**src/rtl/led_trail_fader.sv**
```systemverilog
// PWM driver for eight LEDs that trail a one-hot position word: the lit position
// runs at full brightness and earlier positions fade by DECAY on every step strobe.
module led_trail_fader #(
  parameter int unsigned PWM_BITS = 4,
  parameter int unsigned DECAY    = 4
) (
  input  logic       clk,
  input  logic       reset,
  input  logic [7:0] count,
  input  logic       step,
  output logic [7:0] led,
  output logic       frame_start
);

  localparam logic [PWM_BITS-1:0] MAX       = '1;
  localparam logic [PWM_BITS:0]   DECAY_EXT = (PWM_BITS+1)'(DECAY);
  localparam logic [PWM_BITS-1:0] DECAY_W   = PWM_BITS'(DECAY);

  logic [PWM_BITS-1:0] pwm_cnt;
  logic [PWM_BITS-1:0] level      [8];
  logic [PWM_BITS-1:0] level_next [8];
  logic [PWM_BITS-1:0] duty       [8];
  logic                frame_end;

  // The position bit overrides a simultaneous step; decay saturates at zero.
  always_comb begin
    frame_end = (pwm_cnt == MAX);
    for (int unsigned i = 0; i < 8; i++) begin
      level_next[i] = level[i];
      if (count[i]) begin
        level_next[i] = MAX;
      end else if (step) begin
        level_next[i] = ({1'b0, level[i]} > DECAY_EXT) ? level[i] - DECAY_W : '0;
      end
    end
  end

  always_ff @(posedge clk) begin
    if (reset) begin
      pwm_cnt     <= '0;
      frame_start <= 1'b0;
      led         <= '0;
      for (int unsigned i = 0; i < 8; i++) begin
        level[i] <= '0;
        duty[i]  <= '0;
      end
    end else begin
      pwm_cnt     <= pwm_cnt + 1'b1;
      frame_start <= frame_end;
      for (int unsigned i = 0; i < 8; i++) begin
        level[i] <= level_next[i];
        // Duty takes the level as it stands in the last frame cycle, so an update
        // arriving on that same edge waits one more frame.
        if (frame_end) begin
          duty[i] <= level[i];
        end
        led[i] <= (duty[i] == MAX) || (pwm_cnt < duty[i]);
      end
    end
  end

endmodule

```
**config.mk**
```make
export PLATFORM = sky130hd
export DESIGN_NAME = led_trail_fader
export DESIGN_NICKNAME = d
export VERILOG_FILES = /design/src/rtl/led_trail_fader.sv
export SDC_FILE = /design/constraint.sdc
export NUM_CORES = 1
export LEC_CHECK = 0
export CAP_MARGIN = 15
export CORE_MARGIN = 4
export CORE_UTILIZATION = 37
export CTS_CLUSTER_DIAMETER = 80
export CTS_CLUSTER_SIZE = 20
export DETAILED_ROUTE_END_ITERATION = 8
export PLACE_DENSITY = 0.64
export SYNTH_ARGS = -nofsm -noshare
export SYNTH_HDL_FRONTEND = slang
export SYNTH_SLANG_ARGS = --single-unit
```
**constraint.sdc**
```tcl
create_clock -name clk -period 2.13 [get_ports clk]
set_clock_uncertainty 0.05 [all_clocks]
set_input_delay 0.3195 -clock clk [delete_from_list [all_inputs] [get_ports clk]]
set_output_delay 0.3195 -clock clk [all_outputs]
set_load 0.02 [all_outputs]
```
==> impl_metrics.py, run 1 <==
metrics = {
    "grt": {
        "grt_max_degree": 23,
        "grt_pass1_wl_um": 8540,
        "grt_pass1_vias": 1841,
        "antenna_found_initial": 0,
        "track_usage": 0.123,
        "grt-ovfl-total": 0,
    },
    "final_layout": {
        "syn2layout_area_growth_pct": 16.9,
        "layout_commonest_cell": "dfxtp_1",
        "n_antenna_cell": 0,
        "layout.nets": 335,
        "final_cell_mix": "37 x dfxtp_1, 33 x inv_1, 33 x a21oi_1, 26 x ha_1, 24 x edfxtp_1",
        "n_fill_cell": 710,
        "drive_above_1_share": 0.112,
    },
    "synthesis": {
        "syn-cell-area_um2": 2890,
        "async_flop_share": 0,
        "yosysTopAreaCell": "dfxtp_1",
        "synth_area_leaders": "dfxtp_1 26%, edfxtp_1 25%, ha_1 11%",
        "ys_seq_area_frac": 0.506,
        "synth_compound_area_frac": 0.167,
        "yosys_register_bits": 61,
        "synth_top_family_by_area": "compound AO/OA/AOI/OAI gates",
        "yosysTopAreaCellShare": 0.256,
        "syn_inst": 269,
        "yosys_warnings": 0,
        "syn_avg_cell_area_um2": 10.7,
        "synthAdderAreaFrac": 0.113,
        "synth_xor_area_frac": 0.00606,
        "yosys.area_share.simple": 0.136,
        "synth_cell_types": 29,
        "synth.net_count": 306,
        "synth_ff_type": "dfxtp_1",
        "synth_edf_count": 24,
        "synth.area.mux_share": 0.00390,
    },
    "pwr": {
        "pwr-share-seq": 0.513,
        "switching_share": 0.257,
        "ir_worst_vdd_mv": 0.271,
        "p_total_mw": 2.59,
        "leakage_nw": 1.37,
        "power.switching_mw": 0.666,
        "clkPwrFrac": 0.362,
        "pwr-share-comb": 0.125,
        "p_int_mw": 1.92,
        "pwr_density_cell_nw_per_um2": 766,
    },
    "worst_setup_path": {
        "start_kind": "register",
        "reg2reg_slack_ns": 0.63,
        "critPathKind": "reg -> out",
        "crit_chain": "clkdlybuf4s50_1",
        "endpoint_kind": "output port",
        "crit_slowest_cell": "clkdlybuf4s50_1",
        "cp_top_family": "buffers and inverters",
        "critical_path.max_stage_delay_ns": 0.60,
        "worst_r2r_startpoint": "pwm_cnt[3]$_SDFF_PP0_",
        "worst_ep_arrival_time_ns": 1.26,
        "worstReg2RegEnd": "duty[0][3]$_SDFFCE_PN0P_",
        "worst_ep_required_time_ns": 1.76,
        "critPathMaxFanout": 1,
        "r2r_cells": 3,
        "crit_buf_inv": 1,
    },
    "clock_network": {
        "cts_inserted_buffers": 9,
        "cts.htree.levels": 3,
        "cts_tree": "done",
        "clk_pin_slew_ns": 0.07,
        "ctsHoldBuffers": 0,
        "cts.sinks": 61,
        "cts_root_buf": "clkbuf_8",
        "cts_buffer_depth": 2,
        "clk_latency_ns": 0.34,
        "cts_resized": 0,
        "cts_setup_buffers": 0,
    },
    "detailed_routing": {
        "drc": 0,
        "drtAntennaViolNets": 0,
        "routed_wl_um": 5010,
        "drt_iter0_drc": 57,
        "wl_per_cell_um": 12.5,
        "drt-vias-per-instance": 4.85,
        "num_vias": 1949,
        "firstDrtPassIters": 4,
    },
    "die": {
        "fp.coreArea_um2": 7410,
        "die_x_um": 96.4,
        "rows": 31,
        "die-area_um2": 9290,
        "dieHeight_um": 96.4,
        "pin_count": 20,
        "start_util": 0.390,
    },
    "placement": {
        "io_buffer_count": 19,
        "gp_congestion": 0.741,
        "hpwlAfterDp_um": 3600,
    },
    "sta": {
        "tns_ns": 0,
        "setup_violations": 0,
        "grt_setup_unrepaired": "false",
        "slew_viol_final": 0,
        "hold_violations": 0,
        "fin_crit_sh": 0.766,
        "max-slew-margin-rel": 0.703,
        "fmax_ghz": 0.613,
        "fin_crit_ns": 1.63,
        "worst_pin_slew_ns": 0.444,
    },
    "worst_hold_path": {
        "whs_endpoint": "pwm_cnt[0]$_SDFF_PP0_",
        "whs_path_depth": 2,
        "hold_start": "reset",
        "hp-class": "in -> reg",
    },
    "run": {
        "max_cap_viol_count": 0,
    },
    "run_status": {
        "outcome": "completed",
    },
}
==> power by group through the flow <==
stage | logic [mW] | registers, mW | clock network (mW)
floorplan | 0.192 | 1.37 | 0
global placement | 0.318 | 1.35 | 0
detailed placement | 0.328 | 1.36 | 0
CTS | 0.329 | 1.33 | 0.964
global route | 0.366 | 1.34 | 1.01
finish | 0.325 | 1.33 | 0.937
==> sequential cells by signal (all words and copies together) (netlist names) <==
| register | flops |
|---|---|
| duty | 24 |
| level | 24 |
| pwm_cnt | 4 |
| led | 8 |
| frame_start | 1 |
==> metal layers <==
layer / track usage / vias to the layer above / part of all wire
li1: - / 1012 / -
met1: 0.157 / 903 / 0.49
met2: 0.188 / 25 / 0.46
met3: 0.0302 / 9 / 0.027
met4: 0.0736 / 0 / 0.025
met5: 0 / - / 0
==> worst max-delay path by stage <==
stage | start | end | slack [ns] | cells past startpoint
floorplan | pwm_cnt[1]$_SDFF_PP0_ | duty[0][10]$_SDFFCE_PN0P_ | 0.24 | 3
global placement | step | level[0][4]$_SDFFE_PP0P_ | 0.61 | 5
detailed placement | step | level[0][24]$_SDFFE_PP0P_ | 0.60 | 5
CTS | led[4]$_SDFF_PP0_ | led[4] | 0.47 | 1
global route | led[0]$_SDFF_PP0_ | led[0] | 0.44 | 1
finish | led[4]$_SDFF_PP0_ | led[4] | 0.50 | 1
==> area by class of cell <==
class                           instances  area [µm²]  share of cell area
Clock buffer                           11         151              0.0448
Tap cell                               99         124              0.0367
Sequential cell                        61        1460               0.432
Timing Repair Buffer                   27         245              0.0726
Inverter                               34         133              0.0392
Multi-Input combinational cell        165        1230               0.364
Clock inverter                          5        35.0              0.0104
==> cells by family after synthesis <==
logic type	count (synthesis)
compound gates	73
xor+xnor	2
fa+ha+maj	26
buf+inv	43
flops	61
mux	1
simple gates	63
==> synthesized netlist by cell type (2+ instances only) <==
| library cell | n |
|---|---|
| nor2_1 | 10 |
| o41ai_1 | 4 |
| a21oi_1 | 33 |
| nor3b_1 | 8 |
| o21ai_1 | 8 |
| buf_2 | 5 |
| nor2b_1 | 7 |
| ha_1 | 26 |
| and2_1 | 17 |
| buf_6 | 3 |
| o21ai_0 | 7 |
| dfxtp_1 | 37 |
| a211oi_1 | 8 |
| nand2b_1 | 8 |
| nand3_1 | 2 |
| edfxtp_1 | 24 |
| o211ai_1 | 8 |
| nand3b_1 | 8 |
| inv_1 | 33 |
| o41ai_2 | 4 |
==> through the flow <==
stage	util	std cells	worst slack (ns)	area, µm²	hold WS, ns
final	0.456	402	0.498	3380	0.286
after global routing	0.456	402	0.445	3380	0.299
after CTS	0.456	402	0.467	3380	0.284
after detailed placement	0.431	386	0.598	3190	0.415
after global placement	0.431	386	0.607	3190	0.409
after floorplan	-	269	0.235	2890	0.387
No activity file was read; power rests on OpenSTA's default activity.
==> run 2: changes to the inputs <==
clock period = 1.65 ns   (was 2.13 ns; I/O delays follow)
==> run 2 against run 1 <==
- sequential power up 29%
- largest cell class unchanged
- final cell count up 1.5%
- critical path type unchanged
- clock-buffer cell count up 1
- global-route usage up 0.21 points
- largest power group unchanged
- core utilization up 1.7 points
==> impl_metrics.py, run 2 (same netlist as run 1, synthesis figures left out) <==
metrics = {
    "run_status": {
        "outcome": "completed",
    },
    "clock_network": {
        "clk_latency_ns": 0.33,
        "cts.htree.levels": 3,
        "cts.sinks": 61,
        "ctsHoldBuffers": 0,
        "cts_resized": 0,
        "cts_root_buf": "clkbuf_8",
        "cts_tree": "done",
        "cts_buffer_depth": 2,
        "cts_inserted_buffers": 9,
        "clk_pin_slew_ns": 0.07,
        "cts_setup_buffers": 0,
    },
    "placement": {
        "io_buffer_count": 19,
        "hpwlAfterDp_um": 3720,
        "gp_congestion": 0.741,
        "pre_cts_ws_ns": 0.244,
    },
    "final_layout": {
        "register_area_um2": 1460,
        "syn2layout_area_growth_pct": 21.2,
        "multi_input_area_um2": 1230,
        "layout_commonest_cell": "dfxtp_1",
        "layout.nets": 341,
        "final_cell_mix": "37 x dfxtp_1, 33 x inv_1, 33 x a21oi_1, 26 x ha_1, 24 x edfxtp_1",
        "n_fill_cell": 680,
        "n_antenna_cell": 0,
        "reg.largest.list": "duty (24), level (24), led (8)",
        "drive_above_1_share": 0.133,
    },
    "worst_setup_path": {
        "crit_chain": "clkdlybuf4s50_1",
        "crit_slowest_cell": "clkdlybuf4s50_1",
        "r2r_cells": 4,
        "worst_ep_required_time_ns": 1.35,
        "worst_ep_arrival_time_ns": 1.25,
        "critPathKind": "reg -> out",
        "endpoint_kind": "output port",
        "critPathMaxFanout": 1,
        "cp_top_family": "buffers and inverters",
        "crit_buf_inv": 1,
        "start_kind": "register",
        "critical_path.max_stage_delay_ns": 0.60,
        "cp_num_cells": 1,
    },
    "pwr": {
        "pwr_density_cell_nw_per_um2": 1040,
        "ir_worst_vdd_mv": 0.328,
        "leakage_nw": 1.44,
    },
    "sta": {
        "hold_violations": 0,
        "grt_setup_unrepaired": "false",
        "slew_viol_final": 0,
        "fmax_ghz": 0.648,
        "fin_crit_ns": 1.54,
        "max-slew-margin-rel": 0.696,
        "setup_violations": 0,
        "finalWorstSetupSlack_ns": 0.107,
        "tns_ns": 0,
        "fin_crit_sh": 0.935,
        "worst_pin_slew_ns": 0.456,
    },
    "die": {
        "die-area_um2": 9290,
        "fp.coreArea_um2": 7410,
        "pin_count": 20,
        "dieHeight_um": 96.4,
        "die_x_um": 96.4,
        "rows": 31,
        "start_util": 0.390,
    },
    "detailed_routing": {
        "drt_iter0_drc": 52,
        "drt-vias-per-instance": 4.88,
        "wl_per_cell_um": 12.3,
        "routed_wl_um": 5040,
        "drc": 0,
        "num_vias": 1989,
        "drtAntennaViolNets": 0,
        "firstDrtPassIters": 6,
    },
    "grt": {
        "track_usage": 0.125,
        "grt-ovfl-total": 0,
        "grt_pass1_wl_um": 8960,
        "grt_max_degree": 21,
        "antenna_found_initial": 0,
        "grt_pass1_vias": 1990,
    },
    "worst_hold_path": {
        "hp-class": "in -> reg",
        "whs_path_depth": 2,
    },
    "run": {
        "max_cap_viol_count": 0,
    },
}
-- run 2: per-layer routing --
layer | track usage | up-vias | routed length, µm
met2 | 0.200 | 29 | 2310
met1 | 0.158 | 921 | 2420
met3 | 0.0294 | 12 | 166
li1 | - | 1027 | -
met5 | 0 | - | 0
met4 | 0.0643 | 0 | 137
-- run 2: final cells by class --
cell class,count,share of cell area
tap,99,0.0354
multi-input combinational,165,0.352
timing repair buffer,33,0.0900
clock buffer,12,0.0536
sequential,61,0.417
inverter,34,0.0379
clock inverter,4,0.0143
-- run 2: path summary, 6_finish.rpt --
kind                             start                         to  slack (ns)
min                              reset  level[0][23]$_SDFFE_PP0P_        0.32
min reg2reg  level[0][20]$_SDFFE_PP0P_  level[0][20]$_SDFFE_PP0P_        0.42
max                  led[4]$_SDFF_PP0_                     led[4]        0.11
max reg2reg      pwm_cnt[0]$_SDFF_PP0_  duty[0][23]$_SDFFCE_PN0P_        0.26
-- run 2: report_power, final --
part	switching [mW]	internal, mW
sequential	0.0517	1.66
clock	0.583	0.919
combinational	0.224	0.213
-- run 2: metrics by stage --
stage,instance area [µm²],hold WS (ns),util,cells,power (mW)
floorplan,2890,0.315,-,269,2.02
global placement,3270,0.406,0.441,392,2.17
detailed placement,3270,0.413,0.441,392,2.19
CTS,3500,0.307,0.473,408,3.69
global route,3500,0.324,0.473,408,3.83
finish,3500,0.323,0.473,408,3.65
